--- config.mk ---
export PLATFORM = sky130hd
export DESIGN_NAME = uart_rx_unit
export DESIGN_NICKNAME = d
export VERILOG_FILES = /design/src/rtl/uart_pkg.sv /design/src/rtl/uart_rx_fifo.sv /design/src/rtl/uart_rx_unit.sv
export SDC_FILE = /design/constraint.sdc
export NUM_CORES = 1
export LEC_CHECK = 0
export CORE_ASPECT_RATIO = 2
export CORE_MARGIN = 10
export CORE_UTILIZATION = 45
export CTS_CLUSTER_SIZE = 25
export DETAILED_ROUTE_END_ITERATION = 16
export PLACE_DENSITY_LB_ADDON = 0.3
export REMOVE_ABC_BUFFERS = 1
export SKIP_CTS_REPAIR_TIMING = 1
export SLEW_MARGIN = 40
export SYNTH_ARGS = -nofsm -noshare
export SYNTH_HDL_FRONTEND = slang
export SYNTH_HIERARCHICAL = 1
export SYNTH_SLANG_ARGS = --single-unit
--- constraint.sdc ---
create_clock -name clk -period 3.1 [get_ports clk]
set_clock_uncertainty 0.05 [all_clocks]
set_input_delay 0.31 -clock clk [delete_from_list [all_inputs] [get_ports clk]]
set_output_delay 0.31 -clock clk [all_outputs]
set_load 0.05 [all_outputs]
--- src/rtl/uart_pkg.sv ---
// Shared types and register map for the UART receive path.
// STATUS layout: [0] !empty, [1] frame_err, [2] overrun, [3] parity_err,
// [4] reserved (0), [5] full.
package uart_pkg;

  typedef enum logic [2:0] {IDLE, START, DATA, PARITY, STOP} rx_state_e;

  localparam logic [4:0] RXDATA_OFS = 5'h00;
  localparam logic [4:0] STATUS_OFS = 5'h04;

  localparam int ST_NEMPTY  = 0;
  localparam int ST_FRAME   = 1;
  localparam int ST_OVERRUN = 2;
  localparam int ST_PARITY  = 3;
  localparam int ST_FULL    = 5;

endpackage

--- src/rtl/uart_rx_fifo.sv ---
// Small synchronous FIFO for received bytes. A pop on an empty FIFO is
// ignored; a push on a full FIFO is accepted only if a pop frees a slot in
// the same clock. Empty flag is registered so the interrupt is glitch-free.
module uart_rx_fifo #(
  parameter int DEPTH = 4,
  parameter int W     = 8
) (
  input  logic                     clk,
  input  logic                     reset,
  input  logic                     push,
  input  logic                     pop,
  input  logic [W-1:0]             din,
  output logic [W-1:0]             dout,
  output logic                     empty,
  output logic                     full,
  output logic [$clog2(DEPTH):0]   count
);

  localparam int AW = $clog2(DEPTH);

  logic [W-1:0]  mem_q [DEPTH];
  logic [AW-1:0] wr_ptr_q, wr_ptr_d;
  logic [AW-1:0] rd_ptr_q, rd_ptr_d;
  logic [AW:0]   count_q, count_d;
  logic          empty_q, empty_d;
  logic          do_push, do_pop;

  assign full  = (count_q == (AW+1)'(DEPTH));
  assign empty = empty_q;
  assign count = count_q;
  assign dout  = mem_q[rd_ptr_q];

  // Qualify requests and compute next pointers/count.
  always_comb begin
    do_pop   = pop && !empty_q;
    do_push  = push && (!full || do_pop);
    wr_ptr_d = do_push ? wr_ptr_q + 1'b1 : wr_ptr_q;
    rd_ptr_d = do_pop  ? rd_ptr_q + 1'b1 : rd_ptr_q;
    count_d  = count_q;
    if (do_push && !do_pop)      count_d = count_q + 1'b1;
    else if (do_pop && !do_push) count_d = count_q - 1'b1;
    empty_d  = (count_d == '0);
  end

  // Pointer, count and empty-flag state.
  always_ff @(posedge clk) begin
    if (reset) begin
      wr_ptr_q <= '0;
      rd_ptr_q <= '0;
      count_q  <= '0;
      empty_q  <= 1'b1;
    end else begin
      wr_ptr_q <= wr_ptr_d;
      rd_ptr_q <= rd_ptr_d;
      count_q  <= count_d;
      empty_q  <= empty_d;
    end
  end

  // Storage; contents need no reset since empty gates every read.
  always_ff @(posedge clk) begin
    if (do_push && !reset) mem_q[wr_ptr_q] <= din;
  end

endmodule

--- src/rtl/uart_rx_unit.sv ---
// UART receiver: 2-flop synchroniser, 8N1 deserialiser FSM on the 16x
// s_tick, receive FIFO and a CPU read port (RXDATA pops, STATUS clears
// sticky errors). rx_irq is high while received data is waiting.
// Optional even-parity checking is built when UART_RX_PARITY_EN is defined.
module uart_rx_unit
  import uart_pkg::*;
#(
  parameter int DBIT       = 8,
  parameter int SB_TICK    = 16,
  parameter int FIFO_DEPTH = 4
) (
  input  logic        clk,
  input  logic        reset,
  input  logic        s_tick,
  input  logic        rx,
  input  logic [4:0]  cpu_address,
  input  logic        cpu_rd_en,
  output logic [31:0] cpu_rdata,
  output logic        rx_irq
);

  localparam int CW = $clog2(FIFO_DEPTH) + 1;

  logic            rx_meta_q, rx_s_q;
  rx_state_e       state_q, state_d;
  logic [3:0]      s_q, s_d;
  logic [2:0]      n_q, n_d;
  logic [DBIT-1:0] b_q, b_d;
  logic            frame_err_q, frame_err_d;
  logic            overrun_q, overrun_d;
  logic            parity_err_q, parity_err_d;
  logic [31:0]     cpu_rdata_q, cpu_rdata_d;
  logic [31:0]     status_word;
  logic            push, frame_evt, par_evt, overrun_evt;
  logic            pop_req, status_rd;
  logic [DBIT-1:0] fifo_dout;
  logic            fifo_empty, fifo_full;
  logic [CW-1:0]   fifo_count;
`ifdef UART_RX_PARITY_EN
  logic            par_bad_q, par_bad_d;
`endif

  // Bring the asynchronous line into the clk domain; idle level is 1.
  always_ff @(posedge clk) begin
    if (reset) begin
      rx_meta_q <= 1'b1;
      rx_s_q    <= 1'b1;
    end else begin
      rx_meta_q <= rx;
      rx_s_q    <= rx_meta_q;
    end
  end

  // Frame deserialiser next state; events are one-clk pulses.
  always_comb begin
    state_d   = state_q;
    s_d       = s_q;
    n_d       = n_q;
    b_d       = b_q;
    push      = 1'b0;
    frame_evt = 1'b0;
    par_evt   = 1'b0;
`ifdef UART_RX_PARITY_EN
    par_bad_d = par_bad_q;
`endif
    case (state_q)
      IDLE: begin
        if (!rx_s_q) begin
          state_d = START;
          s_d     = '0;
        end
      end
      START: begin
        if (s_tick) begin
          if (s_q == 4'd7) begin
            if (!rx_s_q) begin
              state_d = DATA;
              s_d     = '0;
              n_d     = '0;
            end else begin
              state_d = IDLE;
            end
          end else begin
            s_d = s_q + 1'b1;
          end
        end
      end
      DATA: begin
        if (s_tick) begin
          if (s_q == 4'd15) begin
            s_d = '0;
            b_d = {rx_s_q, b_q[DBIT-1:1]};
            if (n_q == 3'(DBIT-1)) begin
`ifdef UART_RX_PARITY_EN
              state_d = PARITY;
`else
              state_d = STOP;
`endif
            end else begin
              n_d = n_q + 1'b1;
            end
          end else begin
            s_d = s_q + 1'b1;
          end
        end
      end
      PARITY: begin
`ifdef UART_RX_PARITY_EN
        if (s_tick) begin
          if (s_q == 4'd15) begin
            s_d       = '0;
            par_bad_d = ^{b_q, rx_s_q};
            par_evt   = ^{b_q, rx_s_q};
            state_d   = STOP;
          end else begin
            s_d = s_q + 1'b1;
          end
        end
`else
        state_d = IDLE;
`endif
      end
      STOP: begin
        if (s_tick) begin
          if (s_q == 4'(SB_TICK-1)) begin
            if (rx_s_q) begin
`ifdef UART_RX_PARITY_EN
              push = !par_bad_q;
`else
              push = 1'b1;
`endif
            end else begin
              frame_evt = 1'b1;
            end
            state_d = IDLE;
          end else begin
            s_d = s_q + 1'b1;
          end
        end
      end
      default: state_d = IDLE;
    endcase
  end

  // Deserialiser state registers; reset discards any partial byte.
  always_ff @(posedge clk) begin
    if (reset) begin
      state_q <= IDLE;
      s_q     <= '0;
      n_q     <= '0;
      b_q     <= '0;
`ifdef UART_RX_PARITY_EN
      par_bad_q <= 1'b0;
`endif
    end else begin
      state_q <= state_d;
      s_q     <= s_d;
      n_q     <= n_d;
      b_q     <= b_d;
`ifdef UART_RX_PARITY_EN
      par_bad_q <= par_bad_d;
`endif
    end
  end

  uart_rx_fifo #(.DEPTH(FIFO_DEPTH), .W(DBIT)) u_fifo (
    .clk   (clk),
    .reset (reset),
    .push  (push),
    .pop   (pop_req),
    .din   (b_q),
    .dout  (fifo_dout),
    .empty (fifo_empty),
    .full  (fifo_full),
    .count (fifo_count)
  );

  // Register decode, sticky error update and read-data mux.
  always_comb begin
    pop_req     = cpu_rd_en && (cpu_address == RXDATA_OFS) && !fifo_empty;
    status_rd   = cpu_rd_en && (cpu_address == STATUS_OFS);
    overrun_evt = push && fifo_full && !pop_req;

    // A same-clk error event beats the clear-on-read.
    frame_err_d  = (frame_err_q  && !status_rd) || frame_evt;
    overrun_d    = (overrun_q    && !status_rd) || overrun_evt;
    parity_err_d = (parity_err_q && !status_rd) || par_evt;

    status_word              = '0;
    status_word[ST_NEMPTY]   = !fifo_empty;
    status_word[ST_FRAME]    = frame_err_q;
    status_word[ST_OVERRUN]  = overrun_q;
    status_word[ST_PARITY]   = parity_err_q;
    status_word[ST_FULL]     = (fifo_count == CW'(FIFO_DEPTH));

    cpu_rdata_d = cpu_rdata_q;
    if (cpu_rd_en) begin
      case (cpu_address)
        RXDATA_OFS: cpu_rdata_d = fifo_empty ? '0 : {{(32-DBIT){1'b0}}, fifo_dout};
        STATUS_OFS: cpu_rdata_d = status_word;
        default:    cpu_rdata_d = '0;
      endcase
    end
  end

  // Status flags and registered read data.
  always_ff @(posedge clk) begin
    if (reset) begin
      frame_err_q  <= 1'b0;
      overrun_q    <= 1'b0;
      parity_err_q <= 1'b0;
      cpu_rdata_q  <= '0;
    end else begin
      frame_err_q  <= frame_err_d;
      overrun_q    <= overrun_d;
      parity_err_q <= parity_err_d;
      cpu_rdata_q  <= cpu_rdata_d;
    end
  end

  assign cpu_rdata = cpu_rdata_q;
  assign rx_irq    = !fifo_empty;

endmodule
==> results.yml <==
detailed_routing:
  drt_iter0_markers: 147
  viasPerCell: 5.43
  vias: 2243
  totalWireLength_um: 6840
  wl_per_cell_um: 16.6
  drt-met1-wl_um: 2640
  wl_met3_um: 346
  antenna_left: 0
  drc: 0
  first_pass_iters: 4
  wl_met2_um: 3730
  highest_layer: "met4"
critical_path:
  cp_max_fo: 14
  crit_path_start_kind: "flip-flop"
  crit_arrival_ns: 2.58
  crit_required_ns: 3.31
  r2r-start: "state_q[2]"
  cp-end-kind: "flip-flop"
  critical_path_buf_inv_count: 1
  worstSetupPathType: "reg2reg"
  critPathTopFamily: "simple AND/OR/NAND/NOR gates"
  cp_slowest_cell: "dfxtp_1"
  cp_cell_sequence: "or3b_2, nor3_2, buf_4, nor3b_4, a32oi_1, mux2_2, a31oi_1"
  crit_start: "state_q[2]"
  max_stage_delay_ns: 0.59
global_route:
  grt_max_degree: 21
  antenna_found_initial: 0
  grt_overflow_total: 0
  track_usage_pct: 12.2
  grt_pass1_wl_um: 11000
  grt_pass1_vias: 2219
pwr:
  vdd_drop_max_uv: 399
  clockPowerShare_pct: 47.2
  seqPwrFrac_pct: 46.5
  netSwitchingFraction_pct: 23.7
  internal-power_mw: 1.66
  powerDensity_nw_per_um2: 558
  leakage_nw: 1.45
  combPwrFrac_pct: 6.3
  p_switching_mw: 0.516
placement:
  pre_cts_ws_ns: 0.390
  io_buffers: 18
  dp_hpwl_um: 5160
  routabilityCongestion: 0.808
sta:
  finalHoldViolCount: 0
  post-route-period-util_pct: 76.7
  slew_headroom_pct: 65.6
  tightest_slew_ns: 0.514
  min_period_ns: 2.38
  maxSlewViolCount: 0
  timing.fmax_mhz: 421
  setup_slack_ns: 0.724
  setup_viol: 0
  tns_ns: 0
  rsz0062_at_grt: "false"
cts:
  clk_pin_slew_ns: 0.06
  cts_tree: "done"
  cts-root-buf: "clkbuf_16"
  numCtsBuffers: 9
  clock_latency_ns: 0.33
  cts.sink_count: 73
  clock_path_buffers: 2
  h-tree-depth: 3
synth:
  synth_top_area_cell: "edfxtp_1"
  synth_seq_area_share_pct: 52.1
  yosys_warnings: 6
  yosysTopAreaCellShare_pct: 28.1
  syn_inst: 294
  async_flop_share_pct: 0
  synth.ff_latch_count: 73
  synth_cell_types: 69
  synth_area_um2: 3420
  synth_area_leaders: "edfxtp_1 28%, dfxtp_1 24%, buf_4 5.3%"
  synth-edff-count: 32
  synthFlopType: "dfxtp_1"
  syn_area_per_cell_um2: 11.6
worst_hold_path:
  hold_class: "reg2reg"
  min_from: "rx_meta_q"
job:
  maxCapViolCount: 0
finish:
  nets: 334
  nFillCells: 661
  drive_gt1_share_pct: 16.0
  diodes: 0
  syn_to_final_growth_pct: 14.1
  regArea_um2: 1780
  multiInputGateArea_um2: 1430
floorplanning:
  die-area_um2: 11700
  coreArea_um2: 7490
  die_y_um: 143
  die_w_um: 81.7
  io_pins: 43
  initial_core_util_pct: 45.7
  num_rows: 45
status:
  status: "completed"
==> cells in the mapped netlist (3+ instances only) <==
cell	count
edfxtp_1	32
ha_1	10
a21oi_1	14
nand2_1	15
buf_4	24
buf_2	7
a22oi_1	3
and3_1	4
clkbuf_1	4
and2_1	5
dfxtp_1	41
nand3_1	6
inv_1	12
xnor2_1	3
a222oi_1	3
o2111ai_1	3
xor2_1	3
nor2_1	17
mux4_2	8
nor3_1	3
o21ai_0	10
==> cell families after synthesis <==
group	after synthesis	share of synthesized area (%)
XOR/XNOR	6	1.54
flip-flops	73	52.1
AND/OR/NAND/NOR	75	13.2
other	1	0.110
multiplexers	11	6.33
adder cells (fa/ha/maj)	10	3.66
AO/OA/AOI/OAI	67	14.4
buffers and inverters	51	8.70
==> sequential cells by signal (all words and copies together), names as in the netlist, 3 cells and up, named ones only <==
register      flops
u_fifo/mem_q     32
b_q               8
cpu_rdata         8
s_q               4
n_q               3
state_q           3
u_fifo/count      3
==> area by class of cell <==
cell class,instances,share of cell area [%]
sequential,73,45.6
multi-input combinational,193,36.6
clock buffer,9,5.77
timing repair buffer,24,5.77
tap,94,3.01
clock inverter,7,1.99
inverter,13,1.25
==> path summary, 6_finish.rpt <==
kind                   to  slack (ns)  cells after the start
min                rx_s_q        0.37                      1
max reg2reg  u_fifo/empty        0.72                      7
min reg2reg        rx_s_q        0.37                      1
max          u_fifo/empty        0.72                      7
==> layout by cell type, fill, tap and decap left out, types with 3 or more instances in the layout <==
master,n
dfxtp_1,41
edfxtp_1,32
conb_1,24
clkdlybuf4s50_1,18
nor2_1,17
nand2_1,15
a21oi_1,14
inv_1,12
o21ai_0,10
ha_1,10
clkbuf_16,9
mux4_2,8
nand3_1,6
buf_4,6
and2_1,5
and3_1,4
nor3_1,3
a22oi_1,3
xnor2_1,3
xor2_1,3
o2111ai_1,3
a222oi_1,3
==> power by group through the flow <==
stage	Clock, mW	Combinational (mW)	Sequential [mW]
floorplan	0	0.102	1.03
global placement	0	0.134	1.03
detailed placement	0	0.136	1.03
CTS	1.05	0.136	1.01
global route	1.09	0.147	1.01
finish	1.03	0.138	1.01
==> layer usage <==
metal  global-route usage, %  up-vias
met5                       0        -
met4                    5.68        0
met3                    3.13        8
met2                    21.2       52
met1                    13.4     1103
li1                        -     1080
==> metrics by stage <==
| stage | hold WS [ns] | instance area (µm²) | cells | util (%) | power, mW |
|---|---|---|---|---|---|
| after floorplan | 0.329 | 3260 | 279 | - | 1.13 |
| after global placement | 0.345 | 3600 | 397 | 48.1 | 1.17 |
| after detailed placement | 0.355 | 3600 | 397 | 48.1 | 1.17 |
| after CTS | 0.372 | 3910 | 413 | 52.1 | 2.19 |
| after global routing | 0.385 | 3910 | 413 | 52.1 | 2.25 |
| final | 0.366 | 3910 | 413 | 52.1 | 2.18 |
Power figures use the tool's default switching activity.
